## config.mk

```make
export PLATFORM = sky130hd
export DESIGN_NAME = prim_fifo_sync_wm
export DESIGN_NICKNAME = d
export VERILOG_FILES = /design/src/rtl/prim_util_pkg.sv /design/src/rtl/prim_fifo_sync_cnt.sv /design/src/rtl/prim_fifo_sync_wm.sv
export SDC_FILE = /design/constraint.sdc
export NUM_CORES = 1
export LEC_CHECK = 0
export BUFFER_PORTS_ARGS = -buffer_cell sky130_fd_sc_hd__buf_2
export CAP_MARGIN = 20
export CORE_MARGIN = 2
export CORE_UTILIZATION = 40
export DETAILED_ROUTE_END_ITERATION = 8
export PLACE_DENSITY = 0.61
export REMOVE_ABC_BUFFERS = 1
export SLEW_MARGIN = 20
export SYNTH_ARGS = -nofsm -noshare
export SYNTH_HDL_FRONTEND = slang
export SYNTH_HIERARCHICAL = 1
export SYNTH_SLANG_ARGS = --single-unit
```

## constraint.sdc

```tcl
create_clock -name clk_i -period 9.4 [get_ports clk_i]
set_input_delay 0.94 -clock clk_i [delete_from_list [all_inputs] [get_ports clk_i]]
set_output_delay 0.94 -clock clk_i [all_outputs]
set_load 0.01 [all_outputs]
```

## src/rtl/prim_util_pkg.sv

```systemverilog
// rtl/prim_util_pkg.sv - shared sizing helpers for the prim FIFO family
//
// Purpose: width helpers used to size pointers and counters.
// Ports:   none (package).

package prim_util_pkg;

   // Bits needed to hold values 0..value-1, never less than one bit so that
   // single-entry structures still get a legal vector.
   function automatic int vbits(input int value);
      return (value <= 1) ? 1 : $clog2(value);
   endfunction

endpackage

```

## src/rtl/prim_fifo_sync_cnt.sv

```systemverilog
// rtl/prim_fifo_sync_cnt.sv - wrap-aware write/read pointer pair for sync FIFOs
//
// Purpose: two pointers of vbits(Depth) value bits plus a wrap bit. The value
//          counts 0..Depth-1 and toggles the wrap bit when it rolls over, so
//          non-power-of-2 depths distinguish full from empty.
// Ports:
//   clk_i, rst_ni   clock, asynchronous active-low reset
//   clr_i           synchronous flush, wins over increments
//   incr_wptr_i     advance write pointer
//   incr_rptr_i     advance read pointer
//   wptr_o, rptr_o  {wrap, value} pointers
//   err_o           a pointer value left the 0..Depth-1 range

module prim_fifo_sync_cnt
   import prim_util_pkg::*;
#(
   parameter int Depth = 4,
   localparam int PtrW = vbits(Depth) + 1
) (
   input  logic            clk_i,
   input  logic            rst_ni,
   input  logic            clr_i,
   input  logic            incr_wptr_i,
   input  logic            incr_rptr_i,
   output logic [PtrW-1:0] wptr_o,
   output logic [PtrW-1:0] rptr_o,
   output logic            err_o
);

   localparam int PtrvW = PtrW - 1;
   localparam logic [PtrvW-1:0] LastV = PtrvW'(Depth - 1);

   logic [PtrW-1:0] wptr_q, rptr_q;

   // The value stays below Depth-1 on the increment path, so +1 never
   // carries into the wrap bit.
   function automatic logic [PtrW-1:0] ptr_next(input logic [PtrW-1:0] ptr);
      if (ptr[PtrvW-1:0] == LastV) begin
         return {~ptr[PtrW-1], {PtrvW{1'b0}}};
      end
      return ptr + PtrW'(1);
   endfunction

   always_ff @(posedge clk_i or negedge rst_ni) begin
      if (!rst_ni) begin
         wptr_q <= '0;
         rptr_q <= '0;
      end else if (clr_i) begin
         wptr_q <= '0;
         rptr_q <= '0;
      end else begin
         if (incr_wptr_i) wptr_q <= ptr_next(wptr_q);
         if (incr_rptr_i) rptr_q <= ptr_next(rptr_q);
      end
   end

   assign wptr_o = wptr_q;
   assign rptr_o = rptr_q;
   assign err_o  = (wptr_q[PtrvW-1:0] > LastV) | (rptr_q[PtrvW-1:0] > LastV);

endmodule

```

## src/rtl/prim_fifo_sync_wm.sv

```systemverilog
// rtl/prim_fifo_sync_wm.sv - sync FIFO with watermarks, crossing pulse and drop accounting
//
// Purpose: arbitrary-depth synchronous FIFO for peripheral RX/TX queues with
//          software thresholds and a saturating count of rejected writes.
// Ports:
//   clk_i, rst_ni        clock, asynchronous active-low reset
//   clr_i                synchronous flush (highest priority)
//   wvalid_i/wready_o    write handshake, wdata_i write data
//   rvalid_o/rready_i    read handshake, rdata_o read data
//   full_o, depth_o      occupancy
//   af_thresh_i          almost-full threshold (0 disables)
//   ae_thresh_i          almost-empty threshold
//   almost_full_o        registered depth_o >= af_thresh_i
//   almost_empty_o       registered depth_o <= ae_thresh_i
//   af_rise_o            one-cycle pulse on almost_full_o rising
//   drop_cnt_o, ovf_o    saturating rejected-write count, sticky overflow flag

module prim_fifo_sync_wm
   import prim_util_pkg::*;
#(
   parameter int Width             = 16,
   parameter int Depth             = 4,
   parameter bit Pass              = 1'b1,
   parameter bit OutputZeroIfEmpty = 1'b1,
   parameter int CntW              = 8,
   localparam int DepthW           = vbits(Depth + 1)
) (
   input  logic              clk_i,
   input  logic              rst_ni,
   input  logic              clr_i,
   input  logic              wvalid_i,
   output logic              wready_o,
   input  logic [Width-1:0]  wdata_i,
   output logic              rvalid_o,
   input  logic              rready_i,
   output logic [Width-1:0]  rdata_o,
   output logic              full_o,
   output logic [DepthW-1:0] depth_o,
   input  logic [DepthW-1:0] af_thresh_i,
   input  logic [DepthW-1:0] ae_thresh_i,
   output logic              almost_full_o,
   output logic              almost_empty_o,
   output logic              af_rise_o,
   output logic [CntW-1:0]   drop_cnt_o,
   output logic              ovf_o
);

   localparam int PtrvW = vbits(Depth);
   localparam int PtrW  = PtrvW + 1;
   localparam logic [DepthW-1:0] DepthFull = DepthW'(Depth);

   // Held high by reset and for the first cycle after release so that no
   // handshake happens while the rest of the system is still coming up.
   logic under_rst_q;
   always_ff @(posedge clk_i or negedge rst_ni) begin
      if (!rst_ni) under_rst_q <= 1'b1;
      else         under_rst_q <= 1'b0;
   end

   logic [PtrW-1:0] wptr, rptr;
   logic            incr_w, incr_r, cnt_err_unused;

   prim_fifo_sync_cnt #(.Depth(Depth)) u_cnt (
      .clk_i       (clk_i),
      .rst_ni      (rst_ni),
      .clr_i       (clr_i),
      .incr_wptr_i (incr_w),
      .incr_rptr_i (incr_r),
      .wptr_o      (wptr),
      .rptr_o      (rptr),
      .err_o       (cnt_err_unused)
   );

   logic empty, full, pass_through, wr_en, rd_en, drop;

   assign empty = (wptr == rptr);
   assign full  = (wptr[PtrvW-1:0] == rptr[PtrvW-1:0]) && (wptr[PtrW-1] != rptr[PtrW-1]);

   // An empty FIFO with Pass set presents the incoming word directly. If it
   // is read that cycle both pointers advance together, so depth stays 0.
   assign pass_through = Pass & empty & wvalid_i;

   assign wready_o = ~full & ~under_rst_q;
   assign rvalid_o = (~empty | pass_through) & ~under_rst_q;
   assign wr_en    = wvalid_i & wready_o;
   assign rd_en    = rvalid_o & rready_i;
   assign incr_w   = wr_en & ~clr_i;
   assign incr_r   = rd_en & ~clr_i;
   assign drop     = wvalid_i & ~wready_o & ~under_rst_q;
   assign full_o   = full;

   // Storage carries no reset; only pointers define what is valid.
   logic [Width-1:0] mem_rdata;
   if (Depth == 1) begin : g_single
      logic [Width-1:0] mem_q;
      always_ff @(posedge clk_i) begin
         if (incr_w) mem_q <= wdata_i;
      end
      assign mem_rdata = mem_q;
   end else begin : g_multi
      logic [Width-1:0] mem_q [Depth];
      always_ff @(posedge clk_i) begin
         if (incr_w) mem_q[wptr[PtrvW-1:0]] <= wdata_i;
      end
      assign mem_rdata = mem_q[rptr[PtrvW-1:0]];
   end

   logic [Width-1:0] rdata_raw;
   assign rdata_raw = pass_through ? wdata_i : mem_rdata;
   assign rdata_o   = (OutputZeroIfEmpty && !rvalid_o) ? '0 : rdata_raw;

   // Occupancy from the pointer pair; a lower write value means the write
   // pointer has wrapped once more than the read pointer.
   function automatic logic [DepthW-1:0] ptr_depth(input logic [PtrW-1:0] w,
                                                   input logic [PtrW-1:0] r);
      logic [PtrvW-1:0] wv, rv;
      wv = w[PtrvW-1:0];
      rv = r[PtrvW-1:0];
      if (wv == rv)     return (w[PtrW-1] != r[PtrW-1]) ? DepthFull : '0;
      else if (wv > rv) return DepthW'(wv - rv);
      else              return DepthW'(Depth - int'(rv) + int'(wv));
   endfunction

   assign depth_o = ptr_depth(wptr, rptr);

   // Watermarks are registered from the occupancy the next edge produces,
   // so they change on the same edge as depth_o.
   logic [DepthW-1:0] depth_next;
   always_comb begin
      depth_next = depth_o;
      if (clr_i)                   depth_next = '0;
      else if (incr_w && !incr_r)  depth_next = depth_o + DepthW'(1);
      else if (!incr_w && incr_r)  depth_next = depth_o - DepthW'(1);
   end

   logic af_q, af_d_q, ae_q;
   always_ff @(posedge clk_i or negedge rst_ni) begin
      if (!rst_ni) begin
         af_q   <= 1'b0;
         af_d_q <= 1'b0;
         ae_q   <= 1'b1;
      end else begin
         af_q   <= (af_thresh_i != '0) && (depth_next >= af_thresh_i);
         ae_q   <= (depth_next <= ae_thresh_i);
         af_d_q <= af_q;
      end
   end

   assign almost_full_o  = af_q;
   assign almost_empty_o = ae_q;
   assign af_rise_o      = af_q & ~af_d_q;

   logic [CntW-1:0] drop_cnt_q;
   logic            ovf_q;
   always_ff @(posedge clk_i or negedge rst_ni) begin
      if (!rst_ni) begin
         drop_cnt_q <= '0;
         ovf_q      <= 1'b0;
      end else if (clr_i) begin
         drop_cnt_q <= '0;
         ovf_q      <= 1'b0;
      end else if (drop) begin
         ovf_q <= 1'b1;
         if (drop_cnt_q != {CntW{1'b1}}) drop_cnt_q <= drop_cnt_q + CntW'(1);
      end
   end

   assign drop_cnt_o = drop_cnt_q;
   assign ovf_o      = ovf_q;

   depth_param_ok: assert property (@(posedge clk_i) Depth >= 1);

   depth_in_range: assert property (@(posedge clk_i) disable iff (!rst_ni)
      depth_o <= DepthFull);

   full_implies_valid: assert property (@(posedge clk_i) disable iff (!rst_ni)
      !under_rst_q |-> !(full_o && !rvalid_o));

   outputs_known: assert property (@(posedge clk_i) disable iff (!rst_ni)
      !$isunknown({wready_o, rvalid_o, rdata_o, full_o, depth_o, almost_full_o,
                   almost_empty_o, af_rise_o, drop_cnt_o, ovf_o}));

endmodule

```

==> summary.txt, run 1 <==
Floorplan
  • Overall die area: 10,500 um2
  • Cell Rows: 35
  • Num ports: 61
  • Core box area: 9330 um2
  • Initial Util: 0.417
  • Die extent in x: 103 um
  • Die extent in y: 103 um

Global routing
  • Total overflow reported by the global router: 0
  • Maximum number of pins on one net before global-route repair: 25
  • Overall routing resource usage: 0.162
  • Initial antenna violation count: 0
  • Wire length of the first global-routing pass: 12,600 um
  • Number of global-route vias before repair: 2,484

Routing
  • DRC marker count from the first detailed-route iteration: 120
  • Post-detailed-route count of antenna-violating nets: 0
  • Vias per std cell: 5.31
  • Number of detailed-route iterations in the first pass: 4
  • WL per Instance: 16.8 um
  • DRC violation count after routing: 0
  • Vias: 2,552
  • DRT Wirelength: 8060 um

Timing
  • Fin crit period: 4.01 ns
  • Measured slew at the worst slew-check pin: 0.905 ns
  • Ratio of final minimum period to clock period: 0.427
  • Final-layout setup total negative slack: 0 ns
  • Number of endpoints failing setup at the final stage: 0
  • Max Slew Vio Count: 0
  • Hold violation count in the final report: 0
  • Top achievable clock speed: 249 MHz
  • RSZ-0062 raised after global routing: no
  • Worst Clk Skew: 0.0114 ns
  • Max-slew headroom: 0.397

Placed design
  • Placed wire-length estimate after detailed placement: 5320 um
  • # port buffers: 60
  • Placed Cells: 465
  • Global placer's final weighted congestion: 0.771

Clock tree
  • Resized cells post-CTS: 0
  • Clock buffer depth: 2
  • Number of levels the H-tree was split into: 3
  • Clock buffers created by TritonCTS: 9
  • Clock-pin slew of the registers on the worst-case setup and hold paths: 0.09 ns
  • Hold-fix buffers, CTS: 0
  • Setup Buffers After CTS: 0
  • Clock tree from TritonCTS: done
  • Clock insertion delay at the later pin of the skew report: 0.35 ns
  • Number of sinks handled by clock tree synthesis: 83
  • CTS root buf: sky130_fd_sc_hd__clkbuf_8

Power and ir drop
  • Total Power Consumption: 0.760 mW
  • Reported leakage power: 1.76 nW
  • VDD IR-drop max: 0.0845 mV
  • Total power density per cell area: 167 nW/um2

Critical path
  • Crit Path Category: register to primary output
  • Arrival time of data at the critical path endpoint: 3.07 ns
  • Critical path, cell by cell: inv_1, ha_1, nand3_1, nor2_1, nor2_1, buf_2
  • Crit path buf inv count: 2
  • Max stage delay cell, worst path: sky130_fd_sc_hd__dfrtp_1
  • Largest incremental delay on the critical path: 0.94 ns
  • Data required time at the worst endpoint: 8.46 ns
  • CP Launch Type: register
  • Crit path capture type: primary output
  • Cell type group with the largest total delay on the critical path: simple AND/OR/NAND/NOR gates
  • Most common cell on crit path: sky130_fd_sc_hd__nor2_1
  • Reg2Reg Setup Slack: 5.82 ns
  • Crit path max fanout: 19

Cells and area
  • Layout cell share with drive strength beyond 1: 0.310
  • Filler Cells Inserted: 834
  • FF/Latch Area: 2400 um2
  • Final net count: 388
  • Layout-stage area growth over the synthesis result: 17.1%
  • Area occupied by multi-input gates: 1390 um2
  • N_diodes: 0
  • Post-layout instance count excluding filler cells: 481

Logic synthesis
  • Syn avg cell area: 13.6 um2
  • Cells after synthesis: 285
  • Netlist area before placement: 3890 um2
  • Count of warnings emitted by yosys: 6

Job
  • Max-cap check violation count: 0

Worst hold path
  • Class of the worst hold path: register to register

Status
  • Run status: finished clean
-- state kept, by name, summed over array words and instances, names as in the netlist, 3 cells and up --
signal and flops:
drop_cnt_o 8, u_cnt/rptr_o 3, u_cnt/wptr_o 3, g_multi.mem_q 64
-- final cells by class --
class / count / share of cell area
clock buffer: 9 / 0.0272
clock inverter: 7 / 0.0231
inverter: 13 / 0.0107
multi-input combinational: 176 / 0.304
sequential: 83 / 0.527
tap: 129 / 0.0354
timing repair buffer: 64 / 0.0725
-- stage by stage --
stage                     area [um2]  utilization  setup WS, ns  hold WS, ns
after detailed placement        4330        0.464          5.74        0.383
final                           4560        0.488          5.39        0.396
after CTS                       4560        0.488          5.33        0.401
after global placement          4330        0.464          5.80        0.381
after global routing            4560        0.488          5.19        0.416
after floorplan                 3820            -          5.84        0.428
-- cells in the final DEF (no fill, tap or decap), types with 2 or more instances in the layout --
| cell type | count |
|---|---|
| sky130_fd_sc_hd__buf_2 | 60 |
| sky130_fd_sc_hd__nor2b_1 | 3 |
| sky130_fd_sc_hd__nand3_1 | 21 |
| sky130_fd_sc_hd__nand4_1 | 2 |
| sky130_fd_sc_hd__edfxtp_1 | 64 |
| sky130_fd_sc_hd__dfstp_2 | 2 |
| sky130_fd_sc_hd__buf_4 | 4 |
| sky130_fd_sc_hd__clkbuf_8 | 9 |
| sky130_fd_sc_hd__o31ai_1 | 2 |
| sky130_fd_sc_hd__bufinv_16 | 2 |
| sky130_fd_sc_hd__o21ai_0 | 5 |
| sky130_fd_sc_hd__nand2_1 | 22 |
| sky130_fd_sc_hd__and3_1 | 3 |
| sky130_fd_sc_hd__nor4b_1 | 2 |
| sky130_fd_sc_hd__inv_6 | 2 |
| sky130_fd_sc_hd__dfrtp_1 | 17 |
| sky130_fd_sc_hd__mux2i_1 | 3 |
| sky130_fd_sc_hd__nand3b_1 | 3 |
| sky130_fd_sc_hd__a21bo_2 | 2 |
| sky130_fd_sc_hd__ha_1 | 13 |
| sky130_fd_sc_hd__mux4_2 | 16 |
| sky130_fd_sc_hd__a31oi_1 | 2 |
| sky130_fd_sc_hd__a21oi_1 | 26 |
| sky130_fd_sc_hd__nor3_1 | 3 |
| sky130_fd_sc_hd__inv_1 | 13 |
| sky130_fd_sc_hd__nor2_1 | 18 |
| sky130_fd_sc_hd__nor3_2 | 2 |
| sky130_fd_sc_hd__nand2b_1 | 3 |
-- worst reg2reg max path, delay by kind of cell, from the launching register on --
kind,cells,cell delay (ns)
compound gates,1,0.12
buf+inv,1,0.21
flops,1,0.94
fa+ha+maj,1,0.40
simple gates,4,1.86
-- where the power goes --
part | switching (mW) | internal [mW]
combinational | 0.0402 | 0.0265
sequential | 0.00373 | 0.401
clock | 0.136 | 0.154
-- layer usage --
| layer | GRT usage | routed length [um] | vias up |
|---|---|---|---|
| li1 | - | - | 1203 |
| met2 | 0.277 | 4020 | 55 |
| met5 | 0 | 0 | - |
| met4 | 0.0523 | 104 | 0 |
| met1 | 0.206 | 3650 | 1286 |
| met3 | 0.0366 | 281 | 8 |
-- worst paths after layout --
path	to	start	cells past startpoint
min	af_d_q$_DFF_PN0_	almost_full_o$_DFF_PN0_	0
max in group asynchronous	almost_empty_o$_DFF_PN1_	rst_ni	1
max reg2reg	u_cnt/rptr_o[0]$_DFFE_PN0P_	u_cnt/rptr_o[1]$_DFFE_PN0P_	7
min in group asynchronous	drop_cnt_o[5]$_DFFE_PN0P_	rst_ni	1
max	rvalid_o	u_cnt/rptr_o[1]$_DFFE_PN0P_	6
min reg2reg	af_d_q$_DFF_PN0_	almost_full_o$_DFF_PN0_	0
Power figures use the tool's default switching activity.
==> run 2, diff against run 1 <==
ABC_AREA = 1   (was not set)
PLACE_DENSITY = 0.63   (was 0.61)
clock period = 3.44 ns   (was 9.4 ns; I/O delays follow)
==> run 2 against run 1 <==
  * Sequential power grew to 2.7 times the previous value
  * Power increased to 2.6 times the previous value
  * Setup slack worse by 4.9 ns
  * Register-to-register slack got worse by 5.1 ns
  * Via count rose by 15%
  * Critical path type unchanged
  * Largest cell class unchanged
  * Highest routed layer unchanged
==> summary.txt, run 2 <==
Floorplan
  • Cell Rows: 36 (was 35)
  • Num ports: 61 (unchanged)
  • Die extent in x: 104 um (was 103 um)
  • Die extent in y: 104 um (was 103 um)
  • Initial Util: 0.411 (was 0.417)
  • Core box area: 9770 um2 (was 9330 um2)
  • Overall die area: 10,800 um2 (was 10,500 um2)

Critical path
  • Largest incremental delay on the critical path: 0.46 ns (was 0.94 ns)
  • Crit path capture type: primary output (unchanged)
  • Data required time at the worst endpoint: 3.10 ns (was 8.46 ns)
  • Crit path buf inv count: 5 (was 2)
  • Max stage delay cell, worst path: sky130_fd_sc_hd__dfrtp_1 (unchanged)
  • Cell type group with the largest total delay on the critical path: buffers and inverters (was simple AND/OR/NAND/NOR gates)
  • Critical path, cell by cell: inv_1, ha_1, nand2_2, clkinv_4, nand3_2, nand2_1, nand2_1, buf_4, inv_1, nor2_1, buf_2 (was inv_1, ha_1, nand3_1, nor2_1, nor2_1, buf_2)
  • Crit Path Category: register to primary output (unchanged)
  • Arrival time of data at the critical path endpoint: 2.61 ns (was 3.07 ns)
  • Crit path max fanout: 13 (was 19)
  • CP Launch Type: register (unchanged)

Timing
  • Final-layout setup total negative slack: 0 ns (unchanged)
  • Max Slew Vio Count: 0 (unchanged)
  • Ratio of final minimum period to clock period: 0.858
  • RSZ-0062 raised after global routing: no (unchanged)
  • Measured slew at the worst slew-check pin: 0.630 ns (was 0.905 ns)
  • Fin crit period: 2.95 ns
  • Worst Clk Skew: 0.0103 ns (was 0.0114 ns)
  • Number of endpoints failing setup at the final stage: 0 (unchanged)
  • Worst Hold Slack: 0.218 ns (was 0.396 ns)
  • Top achievable clock speed: 339 MHz
  • Hold violation count in the final report: 0 (unchanged)
  • Max-slew headroom: 0.578 (was 0.397)

Routing
  • Number of detailed-route iterations in the first pass: 4 (unchanged)
  • Vias per std cell: 5.09 (was 5.31)
  • WL per Instance: 15.0 um (was 16.8 um)
  • DRC marker count from the first detailed-route iteration: 151 (was 120)
  • DRC violation count after routing: 0 (unchanged)
  • Post-detailed-route count of antenna-violating nets: 0 (unchanged)
  • Vias: 2,936 (was 2,552)
  • DRT Wirelength: 8640 um (was 8060 um)

Power and ir drop
  • Total power density per cell area: 423 nW/um2 (was 167 nW/um2)
  • Total Power Consumption: 1.98 mW (was 0.760 mW)
  • Reported leakage power: 2.04 nW (was 1.76 nW)
  • VDD IR-drop max: 0.234 mV (was 0.0845 mV)

Clock tree
  • Setup Buffers After CTS: 0 (unchanged)
  • Number of levels the H-tree was split into: 3 (unchanged)
  • Number of sinks handled by clock tree synthesis: 83 (unchanged)
  • Clock buffer depth: 2 (unchanged)
  • CTS root buf: sky130_fd_sc_hd__clkbuf_8 (unchanged)
  • Resized cells post-CTS: 0 (unchanged)
  • Clock-pin slew of the registers on the worst-case setup and hold paths: 0.09 ns (about the same)
  • Clock tree from TritonCTS: done (unchanged)
  • Clock buffers created by TritonCTS: 9 (unchanged)
  • Clock insertion delay at the later pin of the skew report: 0.35 ns (about the same)

Cells and area
  • N_diodes: 0 (unchanged)
  • Commonest non-fill, non-tap cells in the layout: sky130_fd_sc_hd__edfxtp_1 (64), sky130_fd_sc_hd__buf_2 (60), sky130_fd_sc_hd__nor2_1 (58) (was sky130_fd_sc_hd__edfxtp_1 (64), sky130_fd_sc_hd__buf_2 (60), sky130_fd_sc_hd__a21oi_1 (26))
  • Max FFs per register: 64 (unchanged)
  • Commonest non-fill, non-tap cell in the layout: sky130_fd_sc_hd__edfxtp_1 (unchanged)
  • Top register by number of flip-flops: g_multi.mem_q (unchanged)
  • Layout-stage area growth over the synthesis result: 16.8% (was 17.1%)
  • Layout cell share with drive strength beyond 1: 0.261 (was 0.310)
  • Final net count: 480 (was 388)
  • Filler Cells Inserted: 906 (was 834)

Global routing
  • Wire length of the first global-routing pass: 14,000 um (was 12,600 um)
  • Maximum number of pins on one net before global-route repair: 37 (was 25)
  • Overall routing resource usage: 0.162 (about the same)
  • Initial antenna violation count: 0 (unchanged)
  • Number of global-route vias before repair: 2,846 (was 2,484)
  • Total overflow reported by the global router: 0 (unchanged)

Logic synthesis
  • Netlist area before placement: 4010 um2 (was 3890 um2)
  • Count of warnings emitted by yosys: 6 (unchanged)
  • Cells after synthesis: 372 (was 285)
  • Syn avg cell area: 10.8 um2 (was 13.6 um2)

Placed design
  • Placed wire-length estimate after detailed placement: 5710 um (was 5320 um)
  • # port buffers: 60 (unchanged)
  • Global placer's final weighted congestion: 0.747 (was 0.771)

Job
  • Max-cap check violation count: 0 (unchanged)

Worst hold path
  • Class of the worst hold path: primary input to register (was register to register)

Status
  • Run status: finished clean (unchanged)
## run 2: final cells by class
type                    count  area [um2]  share of cell area
flip-flops and latches     83        2400               0.512
multi-input cells         236        1420               0.302
repair buffers             69         370              0.0790
well taps                 133         166              0.0355
inverters                  40         158              0.0336
clock buffers              10         128              0.0272
clock inverters             6        48.8              0.0104
## run 2: power by group
part / total (mW) / internal [mW] / switching, mW
clock network: 0.642 / 0.272 / 0.370
registers: 1.10 / 1.10 / 0.00701
logic: 0.235 / 0.0846 / 0.150
## run 2: metal layers
metal  up-vias  track usage  share of wire
li1       1443            -              -
met1      1402        0.218           0.48
met2        84        0.258           0.46
met3         7       0.0464          0.058
met4         0       0.0463         0.0068
met5         -            0              0
## run 2: final timing paths
path	startpoint	end	slack, ns	depth (start not counted)
max	u_cnt/wptr_o[0]$_DFFE_PN0P_	rdata_o[6]	0.49	11
min	af_thresh_i[2]	almost_full_o$_DFF_PN0_	0.22	3
max reg2reg	u_cnt/wptr_o[0]$_DFFE_PN0P_	almost_empty_o$_DFF_PN1_	0.70	16
min reg2reg	almost_full_o$_DFF_PN0_	af_d_q$_DFF_PN0_	0.41	0
max in group asynchronous	rst_ni	under_rst_q$_DFF_PN1_	2.62	2
min in group asynchronous	rst_ni	ovf_o$_DFFE_PN0P_	0.48	2
## run 2: what timing repair did
item | CTS | global route
hold buffers | 1 | 0
setup endpoints to repair | 0 | 0
endpoints found under the hold margin | 17 | 0
## run 2: worst register-to-register path, stage by stage (launching register included)
cell                       delay (ns)
sky130_fd_sc_hd__dfrtp_1         0.46
sky130_fd_sc_hd__inv_1           0.12
sky130_fd_sc_hd__ha_1            0.41
sky130_fd_sc_hd__nand2_2         0.11
sky130_fd_sc_hd__clkinv_4        0.09
sky130_fd_sc_hd__nand3_2         0.29
sky130_fd_sc_hd__nand2_1         0.15
sky130_fd_sc_hd__nand2_1         0.08
sky130_fd_sc_hd__nand4_1         0.10
sky130_fd_sc_hd__nand2_1         0.06
sky130_fd_sc_hd__nand2_1         0.05
sky130_fd_sc_hd__inv_1           0.03
sky130_fd_sc_hd__nor2_1          0.16
sky130_fd_sc_hd__ha_1            0.29
sky130_fd_sc_hd__a21oi_1         0.13
sky130_fd_sc_hd__o21ai_0         0.09
sky130_fd_sc_hd__nand2_1         0.07
## run 2: per-stage QoR
step | util | area (um2) | setup WS, ns | instances
finish | 0.480 | 4690 | 0.488 | 577
global route | 0.480 | 4690 | 0.197 | 577
detailed placement | 0.461 | 4500 | 0.691 | 560
floorplan | - | 3960 | 0.372 | 359
CTS | 0.480 | 4690 | 0.458 | 577
global placement | 0.461 | 4500 | 0.792 | 560
==> run 3, diff against run 2 <==
CTS_BUF_LIST = sky130_fd_sc_hd__clkbuf_2 sky130_fd_sc_hd__clkbuf_4 sky130_fd_sc_hd__clkbuf_8   (was not set)
==> run 3 against run 2 <==
  * Core utilization is essentially flat
  * Count of clock-buffer cells in the layout is the same
  * Hold slack lost 0.00077 ns
  * Maximum frequency is essentially flat
  * Sequential power is essentially flat
  * Power grew 0.51%
  * Critical path depth is the same
  * Cell area is essentially flat
  * Global-route usage is essentially flat
  * Clock skew is essentially flat
==> summary.txt, run 3 (synthesis gave the netlist of run 2 again) <==
Cells and area
  • Layout-stage area growth over the synthesis result: 16.9% (was 16.8%)
  • Layout cell share with drive strength beyond 1: 0.264 (was 0.261)
  • Commonest non-fill, non-tap cell in the layout: sky130_fd_sc_hd__edfxtp_1 (unchanged)
  • Commonest non-fill, non-tap cells in the layout: sky130_fd_sc_hd__edfxtp_1 (64), sky130_fd_sc_hd__buf_2 (60), sky130_fd_sc_hd__nor2_1 (58) (unchanged)
  • Final design instance area without fill: 4690 um2 (about the same)
  • Max FFs per register: 64 (unchanged)
  • Final net count: 480 (unchanged)
  • N_diodes: 0 (unchanged)
  • Top register by number of flip-flops: g_multi.mem_q (unchanged)
  • Filler Cells Inserted: 906 (unchanged)

Timing
  • Max-slew headroom: 0.575 (was 0.578)
  • Hold violation count in the final report: 0 (unchanged)
  • Final WS setup: 0.487 ns (was 0.488 ns)
  • Number of endpoints failing setup at the final stage: 0 (unchanged)
  • RSZ-0062 raised after global routing: no (unchanged)
  • Final-layout setup total negative slack: 0 ns (unchanged)
  • Top achievable clock speed: 339 MHz (about the same)
  • Worst Clk Skew: 0.0105 ns (was 0.0103 ns)
  • Measured slew at the worst slew-check pin: 0.633 ns (was 0.630 ns)
  • Ratio of final minimum period to clock period: 0.858 (about the same)
  • Max Slew Vio Count: 0 (unchanged)
  • Fin crit period: 2.95 ns (about the same)

Clock tree
  • Number of sinks handled by clock tree synthesis: 83 (unchanged)
  • CTS root buf: sky130_fd_sc_hd__clkbuf_8 (unchanged)
  • Clock buffer depth: 2 (unchanged)
  • Setup Buffers After CTS: 0 (unchanged)
  • Clock insertion delay at the later pin of the skew report: 0.35 ns (about the same)
  • Clock-pin slew of the registers on the worst-case setup and hold paths: 0.09 ns (about the same)
  • Clock buffers created by TritonCTS: 9 (unchanged)
  • Number of levels the H-tree was split into: 3 (unchanged)
  • Clock tree from TritonCTS: done (unchanged)

Status
  • Run status: finished clean (unchanged)

Critical path
  • CP Launch Type: register (unchanged)
  • Crit path max fanout: 13 (unchanged)
  • Arrival time of data at the critical path endpoint: 2.61 ns (about the same)
  • Crit path capture type: primary output (unchanged)
  • Crit Path Category: register to primary output (unchanged)
  • Data required time at the worst endpoint: 3.10 ns (about the same)

Floorplan
  • Core box area: 9770 um2 (unchanged)
  • Num ports: 61 (unchanged)
  • Cell Rows: 36 (unchanged)
  • Die extent in x: 104 um (unchanged)
  • Die extent in y: 104 um (unchanged)
  • Initial Util: 0.411 (unchanged)
  • Overall die area: 10,800 um2 (unchanged)

Placed design
  • Area after DPL: 4500 um2 (unchanged)
  • # port buffers: 60 (unchanged)
  • Placed wire-length estimate after detailed placement: 5710 um (unchanged)
  • Worst-case setup slack after placement: 0.691 ns (unchanged)
  • Global placer's final weighted congestion: 0.747 (unchanged)

Routing
  • DRT Wirelength: 8650 um (was 8640 um)
  • DRC violation count after routing: 0 (unchanged)
  • Post-detailed-route count of antenna-violating nets: 0 (unchanged)
  • Vias: 2,932 (was 2,936)
  • WL per Instance: 15.0 um (about the same)
  • DRC marker count from the first detailed-route iteration: 155 (was 151)
  • Number of detailed-route iterations in the first pass: 4 (unchanged)
  • Vias per std cell: 5.08 (was 5.09)

Global routing
  • Number of global-route vias before repair: 2,849 (was 2,846)
  • Total overflow reported by the global router: 0 (unchanged)
  • Initial antenna violation count: 0 (unchanged)
  • Maximum number of pins on one net before global-route repair: 37 (unchanged)
  • Wire length of the first global-routing pass: 14,000 um (about the same)
  • Overall routing resource usage: 0.163 (was 0.162)

Power and ir drop
  • Reported leakage power: 2.04 nW (about the same)
  • Total Power Consumption: 1.99 mW (was 1.98 mW)
  • VDD IR-drop max: 0.236 mV (was 0.234 mV)
  • Total power density per cell area: 424 nW/um2 (was 423 nW/um2)

Worst hold path
  • Class of the worst hold path: primary input to register (unchanged)

Job
  • Max-cap check violation count: 0 (unchanged)
==> run 3: cell counts in the layout (fill, tap and decap cells not counted) <==
Identical to the previous run, type by type.
==> run 3: what timing repair did <==
| action | CTS | global route |
|---|---|---|
| hold buffers | 1 | 0 |
| hold endpoints to repair | 17 | 0 |
| gates resized for setup | 0 | 0 |
==> run 3: metrics by stage <==
stage	hold WS (ns)	instances	utilization
floorplan	0.0484	359	-
global placement	0.324	560	0.461
detailed placement	0.331	560	0.461
CTS	0.205	577	0.480
global route	0.209	577	0.480
finish	0.217	577	0.480
==> run 3: critical path, cell delays in order, from the launching register on <==
cell and delay (ns):
sky130_fd_sc_hd__dfrtp_1 0.46, sky130_fd_sc_hd__inv_1 0.12, sky130_fd_sc_hd__ha_1 0.41, sky130_fd_sc_hd__nand2_2 0.11, sky130_fd_sc_hd__clkinv_4 0.09, sky130_fd_sc_hd__nand3_2 0.29
sky130_fd_sc_hd__nand2_1 0.15, sky130_fd_sc_hd__nand2_1 0.08, sky130_fd_sc_hd__buf_4 0.21, sky130_fd_sc_hd__inv_1 0.14, sky130_fd_sc_hd__nor2_1 0.06, sky130_fd_sc_hd__buf_2 0.13
==> run 3: routing by layer <==
metal | vias up | wire length [um] | global-route usage
met5 | - | 0 | 0
met4 | 0 | 25 | 0.0463
met3 | 4 | 561 | 0.0464
met2 | 92 | 4030 | 0.258
met1 | 1393 | 4030 | 0.218
li1 | 1443 | - | -
==> run 3: path summary, 6_finish.rpt <==
kind / startpoint / end / slack (ns) / cells past startpoint
setup / recovery: u_cnt/wptr_o[0]$_DFFE_PN0P_ / rdata_o[6] / 0.49 / 11
hold / removal: af_thresh_i[2] / almost_full_o$_DFF_PN0_ / 0.22 / 3
setup reg to reg: u_cnt/wptr_o[0]$_DFFE_PN0P_ / almost_empty_o$_DFF_PN1_ / 0.70 / 16
hold reg to reg: almost_full_o$_DFF_PN0_ / af_d_q$_DFF_PN0_ / 0.41 / 0
max in group asynchronous: rst_ni / under_rst_q$_DFF_PN1_ / 2.62 / 2
min in group asynchronous: rst_ni / ovf_o$_DFFE_PN0P_ / 0.48 / 2
==> run 3: cell type report <==
class / instances / area [um2] / area share
Sequential cell: 83 / 2400 / 0.511
Timing Repair Buffer: 69 / 370 / 0.0789
Clock buffer: 10 / 131 / 0.0280
Multi-Input combinational cell: 236 / 1420 / 0.302
Clock inverter: 6 / 48.8 / 0.0104
Tap cell: 133 / 166 / 0.0355
Inverter: 40 / 158 / 0.0336
==> run 3: where the power goes <==
part / switching [mW] / internal [mW]
clock network: 0.372 / 0.279
logic: 0.150 / 0.0846
registers: 0.00701 / 1.10
